===== src/rtl/mips_ctrl_pkg.sv =====
// Shared definitions for the MIPS pipeline control blocks: FSM state
// encodings, the hard-wired zero register index and default mult/div timing.
package mips_ctrl_pkg;

    // Hazard controller FSM states; the encoding is visible on the STATE port.
    typedef enum logic {
        ST_RUN     = 1'b0,
        ST_MD_WAIT = 1'b1
    } md_state_e;

    // Register $zero is never a real dependency.
    localparam logic [4:0] REG_ZERO = 5'd0;

    // Default mult/div busy time and a counter width able to hold it.
    localparam int MD_LATENCY_DEF = 32;
    localparam int CNT_W_DEF      = 6;

endpackage : mips_ctrl_pkg


===== src/rtl/load_use_detect.sv =====
// Combinational load-use comparator: flags an ID instruction that reads the
// destination of a load currently in EX. Shared with the forwarding unit.
module load_use_detect
    import mips_ctrl_pkg::*;
(
    input  logic       ex_memread,
    input  logic [4:0] ex_rt,
    input  logic [4:0] id_rs,
    input  logic [4:0] id_rt,
    input  logic       id_uses_rt,
    output logic       load_use
);

    logic rs_match_s;
    logic rt_match_s;

    // Compare the load destination against both ID sources; $zero never matches.
    always_comb begin
        rs_match_s = (ex_rt == id_rs);
        rt_match_s = id_uses_rt && (ex_rt == id_rt);
        if (ex_memread && (ex_rt != REG_ZERO)) begin
            load_use = rs_match_s || rt_match_s;
        end else begin
            load_use = 1'b0;
        end
    end

endmodule : load_use_detect


===== src/rtl/pipeline_hazard_ctrl.sv =====
// Central stall/flush controller for the 5-stage pipeline. Resolves branch
// flush, load-use / HI-LO stalls and I-memory misses in fixed priority, and
// tracks mult/div occupancy so HI/LO consumers wait for the result.
module pipeline_hazard_ctrl
    import mips_ctrl_pkg::*;
#(
    parameter int MD_LATENCY = MD_LATENCY_DEF,
    parameter int CNT_W      = CNT_W_DEF
) (
    input  logic       clock,
    input  logic       reset,
    input  logic [4:0] id_rs,
    input  logic [4:0] id_rt,
    input  logic       id_uses_rt,
    input  logic       id_md_start,
    input  logic       id_hilo_read,
    input  logic       ex_memread,
    input  logic [4:0] ex_rt,
    input  logic       ex_branch_taken,
    input  logic       imem_ready,
    output logic       pc_write,
    output logic       ifid_write,
    output logic       ifid_flush,
    output logic       idex_bubble,
    output logic       md_busy,
    output logic       state
);

    localparam logic [CNT_W-1:0] CNT_LOAD = CNT_W'(MD_LATENCY - 1);
    localparam logic [CNT_W-1:0] CNT_ZERO = {CNT_W{1'b0}};
    localparam logic [CNT_W-1:0] CNT_ONE  = CNT_W'(1);

    md_state_e        state_r;
    md_state_e        state_nxt_s;
    logic [CNT_W-1:0] cnt_r;
    logic [CNT_W-1:0] cnt_nxt_s;
    // Set on the first clock edge after reset is released; until then the
    // outputs keep their reset values even though reset has gone high.
    logic             run_en_r;

    logic             load_use_s;
    logic             md_hazard_s;
    logic             stall_s;
    logic             md_accept_s;

    load_use_detect u_load_use_detect (
        .ex_memread (ex_memread),
        .ex_rt      (ex_rt),
        .id_rs      (id_rs),
        .id_rt      (id_rt),
        .id_uses_rt (id_uses_rt),
        .load_use   (load_use_s)
    );

    assign md_busy = (state_r == ST_MD_WAIT);
    assign state   = logic'(state_r);

    // State, occupancy counter and reset-release flag; reset clears any
    // in-flight mult/div occupancy immediately.
    always_ff @(posedge clock or negedge reset) begin
        if (!reset) begin
            state_r  <= ST_RUN;
            cnt_r    <= CNT_ZERO;
            run_en_r <= 1'b0;
        end else begin
            state_r  <= state_nxt_s;
            cnt_r    <= cnt_nxt_s;
            run_en_r <= 1'b1;
        end
    end

    // Hazard detection, priority output mux and FSM next-state logic.
    always_comb begin
        md_hazard_s = md_busy && (id_hilo_read || id_md_start);
        stall_s     = load_use_s || md_hazard_s;
        // A branch squashes the ID instruction; a stall holds it in ID.
        md_accept_s = reset && run_en_r && id_md_start && !ex_branch_taken && !stall_s;

        pc_write    = 1'b1;
        ifid_write  = 1'b1;
        ifid_flush  = 1'b0;
        idex_bubble = 1'b0;
        if (!reset || !run_en_r) begin
            pc_write    = 1'b0;
            ifid_write  = 1'b0;
            ifid_flush  = 1'b1;
            idex_bubble = 1'b1;
        end else if (ex_branch_taken) begin
            pc_write    = 1'b1;
            ifid_write  = 1'b1;
            ifid_flush  = 1'b1;
            idex_bubble = 1'b1;
        end else if (stall_s) begin
            pc_write    = 1'b0;
            ifid_write  = 1'b0;
            ifid_flush  = 1'b0;
            idex_bubble = 1'b1;
        end else if (!imem_ready) begin
            pc_write    = 1'b0;
            ifid_write  = 1'b1;
            ifid_flush  = 1'b1;
            idex_bubble = 1'b0;
        end else begin
            pc_write    = 1'b1;
            ifid_write  = 1'b1;
            ifid_flush  = 1'b0;
            idex_bubble = 1'b0;
        end

        state_nxt_s = state_r;
        cnt_nxt_s   = cnt_r;
        case (state_r)
            ST_RUN: begin
                if (md_accept_s) begin
                    state_nxt_s = ST_MD_WAIT;
                    cnt_nxt_s   = CNT_LOAD;
                end else begin
                    state_nxt_s = ST_RUN;
                    cnt_nxt_s   = CNT_ZERO;
                end
            end
            ST_MD_WAIT: begin
                // Counter runs regardless of branches, stalls or misses.
                if (cnt_r == CNT_ZERO) begin
                    state_nxt_s = ST_RUN;
                    cnt_nxt_s   = CNT_ZERO;
                end else begin
                    state_nxt_s = ST_MD_WAIT;
                    cnt_nxt_s   = cnt_r - CNT_ONE;
                end
            end
            default: begin
                state_nxt_s = ST_RUN;
                cnt_nxt_s   = CNT_ZERO;
            end
        endcase
    end

endmodule : pipeline_hazard_ctrl


===== config.mk =====
export PLATFORM = sky130hd
export DESIGN_NAME = pipeline_hazard_ctrl
export DESIGN_NICKNAME = d
export VERILOG_FILES = /design/src/rtl/mips_ctrl_pkg.sv /design/src/rtl/load_use_detect.sv /design/src/rtl/pipeline_hazard_ctrl.sv
export SDC_FILE = /design/constraint.sdc
export NUM_CORES = 1
export LEC_CHECK = 0
export ABC_AREA = 1
export CORE_MARGIN = 4
export CORE_UTILIZATION = 40
export DETAILED_ROUTE_END_ITERATION = 8
export PLACE_DENSITY = 0.88
export REMOVE_ABC_BUFFERS = 1
export SLEW_MARGIN = 0
export SYNTH_ARGS = -nofsm -noshare
export SYNTH_HDL_FRONTEND = slang
export SYNTH_SLANG_ARGS = --single-unit

===== constraint.sdc =====
create_clock -name clock -period 1.8 [get_ports clock]
set_input_delay 0.54 -clock clock [delete_from_list [all_inputs] [get_ports clock]]
set_output_delay 0.54 -clock clock [all_outputs]
set_load 0.01 [all_outputs]

==> impl_results.html <==
<table>
<tr><th>Metric</th><th>Value</th></tr>
<tr><th colspan="2">Finish</th></tr>
<tr><td>Inserted Diodes</td><td>0</td></tr>
<tr><td>Multi-input combinational cell area</td><td>380 um2</td></tr>
<tr><td>Fraction of final layout cells sized beyond drive strength 1</td><td>0.321</td></tr>
<tr><td>Number of fillers in the final layout</td><td>149</td></tr>
<tr><td>Area growth from synthesis to final layout</td><td>51.6%</td></tr>
<tr><td>Core Util, Final</td><td>0.642</td></tr>
<tr><td>Final #Nets</td><td>167</td></tr>
<tr><td>Reg area</td><td>200 um2</td></tr>
<tr><td>Post-layout instance count excluding filler cells</td><td>156</td></tr>
<tr><th colspan="2">Setup path</th></tr>
<tr><td>CP max FO</td><td>3</td></tr>
<tr><td>Maximum cell stage delay along the critical path</td><td>0.14 ns</td></tr>
<tr><td>Worst reg2reg endpoint</td><td>cnt_r[5]</td></tr>
<tr><td>Top cell family by delay on the critical path</td><td>buffers and inverters</td></tr>
<tr><td>First element of the critical path</td><td>ex_rt[3]</td></tr>
<tr><td>Destination of the critical timing path</td><td>idex_bubble</td></tr>
<tr><td>Critical path arrival</td><td>1.45 ns</td></tr>
<tr><td>Startpoint of the worst-slack reg-to-reg timing path</td><td>cnt_r[0]</td></tr>
<tr><td>Cell with the largest stage delay on the worst path</td><td>sky130_fd_sc_hd__o21ai_1</td></tr>
<tr><td>Worst setup path category</td><td>in -&gt; out</td></tr>
<tr><td>Critical path depth</td><td>9</td></tr>
<tr><td>Category of the worst setup path capture point</td><td>primary output</td></tr>
<tr><td>Required time reported for the critical path endpoint</td><td>1.26 ns</td></tr>
<tr><td>Worst Reg2Reg Path Length in Cells</td><td>7</td></tr>
<tr><td>Slack of the worst reg-to-reg path</td><td>0.51 ns</td></tr>
<tr><td>Worst path buffer plus inverter count</td><td>5</td></tr>
<tr><td>Worst-path cell chain</td><td>buf_8, inv_4, nand4_1, o21ai_1, inv_1, buf_6, a21boi_2, nand2_1, buf_2</td></tr>
<tr><td>Element type at the critical path start</td><td>input pin</td></tr>
<tr><th colspan="2">Placed design</th></tr>
<tr><td>Count of input and output buffers</td><td>28</td></tr>
<tr><td>DP Cell Count</td><td>153</td></tr>
<tr><td>Minimum setup slack after placement</td><td>-1.05 ns</td></tr>
<tr><td>HPWL Detailed</td><td>1.46 mm</td></tr>
<tr><td>Gp weighted congestion</td><td>0.786</td></tr>
<tr><th colspan="2">Timing</th></tr>
<tr><td>Final Cycle Share</td><td>1.10</td></tr>
<tr><td>FMAX</td><td>503 MHz</td></tr>
<tr><td>Worst hold slack</td><td>0.366 ns</td></tr>
<tr><td>Final setup vio count</td><td>4</td></tr>
<tr><td>Post-route setup slack</td><td>-0.188 ns</td></tr>
<tr><td>Largest clock skew in the final design</td><td>0.00510 ns</td></tr>
<tr><td>Min Clock Period, post-route</td><td>1.99 ns</td></tr>
<tr><td>Hold Fails Final Rpt</td><td>0</td></tr>
<tr><td>Number of max-slew violations in the final report</td><td>0</td></tr>
<tr><td>RSZ-0062 raised after global routing</td><td>true</td></tr>
<tr><td>Total Negative Setup Slacks</td><td>-0.637 ns</td></tr>
<tr><th colspan="2">Clock tree</th></tr>
<tr><td>Hold_buf cts</td><td>0</td></tr>
<tr><td>Clock tree from TritonCTS</td><td>built</td></tr>
<tr><td>Clock insertion delay at the later pin of the skew report</td><td>0.26 ns</td></tr>
<tr><td>Root buffer cell</td><td>sky130_fd_sc_hd__clkbuf_4</td></tr>
<tr><td>Setup bufs post-CTS</td><td>0</td></tr>
<tr><td>H-tree depth reported by CTS</td><td>1</td></tr>
<tr><td>Register clock-pin slew on the reported worst setup and hold paths</td><td>0.06 ns</td></tr>
<tr><td>Number of CTS-inserted buffers</td><td>3</td></tr>
<tr><td>Clock buffer depth</td><td>2</td></tr>
<tr><td>Clock Sinks</td><td>8</td></tr>
<tr><th colspan="2">Outcome</th></tr>
<tr><td>Failing checks</td><td>setup timing</td></tr>
<tr><td>Result of the run</td><td>finished with violations</td></tr>
<tr><th colspan="2">Synthesis</th></tr>
<tr><td>Fraction of synthesized cell area taken by the top area cell type</td><td>0.310</td></tr>
<tr><td>Gate count of the mapped netlist</td><td>104</td></tr>
<tr><td>Seq/Total Area, Yosys</td><td>0.310</td></tr>
<tr><td>Synthesis warning total</td><td>0</td></tr>
<tr><td>Number of synthesized register bits</td><td>8</td></tr>
<tr><td>Mapped cell area</td><td>646 um2</td></tr>
<tr><td>Number of library cell types mapped by synthesis</td><td>19</td></tr>
<tr><td>Largest cells by area after synthesis</td><td>sky130_fd_sc_hd__dfrtp_1 31%, sky130_fd_sc_hd__nand2_1 22%, sky130_fd_sc_hd__inv_1 9.3%</td></tr>
<tr><td>Mean post-synth cell area</td><td>6.21 um2</td></tr>
<tr><td>Cell taking the most area after synthesis</td><td>sky130_fd_sc_hd__dfrtp_1</td></tr>
<tr><th colspan="2">Routing</th></tr>
<tr><td>Total number of vias</td><td>734</td></tr>
<tr><td>Via/cell ratio</td><td>4.71</td></tr>
<tr><td>Wire length reported by the detailed router</td><td>1.72 mm</td></tr>
<tr><td>Wire length per cell</td><td>11.0 um</td></tr>
<tr><td>Initial drt markers</td><td>8</td></tr>
<tr><td>Number of DRC violations after detailed routing</td><td>0</td></tr>
<tr><td>Number of nets still failing antenna checks after routing</td><td>0</td></tr>
<tr><td>Number of detailed-route iterations in the first pass</td><td>4</td></tr>
<tr><th colspan="2">GRT</th></tr>
<tr><td>Pin count of the biggest net entering global routing</td><td>9</td></tr>
<tr><td>GRT Overall Usage</td><td>0.161</td></tr>
<tr><td>Vias in the first global route</td><td>732</td></tr>
<tr><td>Initial antenna violation count</td><td>0</td></tr>
<tr><td>Gr ovfl total</td><td>0</td></tr>
<tr><td>Wire length of the first global-routing pass</td><td>2.66 mm</td></tr>
<tr><th colspan="2">Power and ir drop</th></tr>
<tr><td>Maximum ir drop on the vdd rail</td><td>358 uV</td></tr>
<tr><td>Lkg Pwr</td><td>0.000606 uW</td></tr>
<tr><td>Power density cells</td><td>547 nW/um2</td></tr>
<tr><th colspan="2">Die</th></tr>
<tr><td>Number of cell rows</td><td>14</td></tr>
<tr><td>Die height</td><td>48.2 um</td></tr>
<tr><td>Initial cell density of the core</td><td>0.424</td></tr>
<tr><td>Total I/O pin count</td><td>29</td></tr>
<tr><td>Std-Cell Core Area</td><td>1520 um2</td></tr>
<tr><td>Die area</td><td>2320 um2</td></tr>
<tr><td>Die Width</td><td>48.2 um</td></tr>
<tr><th colspan="2">Worst hold path</th></tr>
<tr><td>Worst min path class</td><td>in -&gt; async</td></tr>
<tr><th colspan="2">Job</th></tr>
<tr><td>Total of max-cap violations</td><td>0</td></tr>
</table>
[how the worst min path moves through the flow]
stage | end | startpoint | depth (start not counted) | slack [ns]
final | cnt_r[3] | reset | 2 | 0.37
after CTS | cnt_r[5] | reset | 2 | 0.37
after floorplan | cnt_r[0] | reset | 0 | 0.24
after detailed placement | cnt_r[0] | cnt_r[0] | 1 | 0.45
after global routing | md_busy | reset | 2 | 0.38
after global placement | cnt_r[0] | cnt_r[0] | 1 | 0.44
[kinds of logic after synthesis]
kind of cell,share of synthesized area
flip-flops,0.310
adder cells (fa/ha/maj),0.0388
XOR/XNOR,0.0543
AO/OA/AOI/OAI,0.103
other,0.00581
buffers and inverters,0.134
AND/OR/NAND/NOR,0.355
[metal layers]
metal  up-vias  share of wire  track usage
li1        384              -            -
met1       327           0.36        0.150
met2        23           0.58        0.339
met3         0          0.058       0.0443
met4         0              0       0.0269
met5         -              0            0
[flip-flops by register name (all words and copies together), names as in the netlist]
register,count
md_busy,1
run_en_r,1
cnt_r,6
[layout make-up]
| type | instances | area share |
|---|---|---|
| timing repair buffer | 34 | 0.277 |
| inverter | 21 | 0.0857 |
| sequential | 8 | 0.205 |
| tap | 16 | 0.0205 |
| clock buffer | 3 | 0.0230 |
| multi-input combinational | 74 | 0.389 |
[through the flow]
step	total power (uW)	area (um2)
2_1_floorplan	297	638
3_3_place_gp	395	983
3_5_place_dp	406	983
4_1_cts	535	965
5_1_grt	572	978
6_report	535	978
[synth_stat cells (all sizes together)]
cell type	instances
nand2	39
inv	21
nor2	10
dfrtp	8
o21ai	8
a21oi	3
nand3	3
xnor2	3
ha	2
nand4	2
a21boi	1
buf	1
conb	1
nor3b	1
xor2	1
[layout by cell type (no fill, tap or decap), types with 5 or more instances in the layout]
| master | n |
|---|---|
| sky130_fd_sc_hd__inv_2 | 5 |
| sky130_fd_sc_hd__dfrtp_1 | 8 |
| sky130_fd_sc_hd__nor2_1 | 9 |
| sky130_fd_sc_hd__buf_4 | 5 |
| sky130_fd_sc_hd__buf_2 | 14 |
| sky130_fd_sc_hd__o21ai_1 | 6 |
| sky130_fd_sc_hd__inv_1 | 14 |
| sky130_fd_sc_hd__nand2_2 | 5 |
| sky130_fd_sc_hd__dlygate4sd2_1 | 6 |
| sky130_fd_sc_hd__nand2_1 | 34 |
[where the power goes]
| part | switching (uW) | internal [uW] | total (uW) |
|---|---|---|---|
| combinational | 99.2 | 96.0 | 195 |
| clock | 63.3 | 76.5 | 140 |
| sequential | 8.06 | 192 | 200 |
| total | 171 | 364 | 535 |
[what timing repair did]
| action | CTS | global route |
|---|---|---|
| resized for setup | 105 | 4 |
| setup endpoints to repair | 5 | 5 |
| pin swaps | 29 | 4 |
| gates cloned | 0 | 0 |
Power figures use the tool's default switching activity.
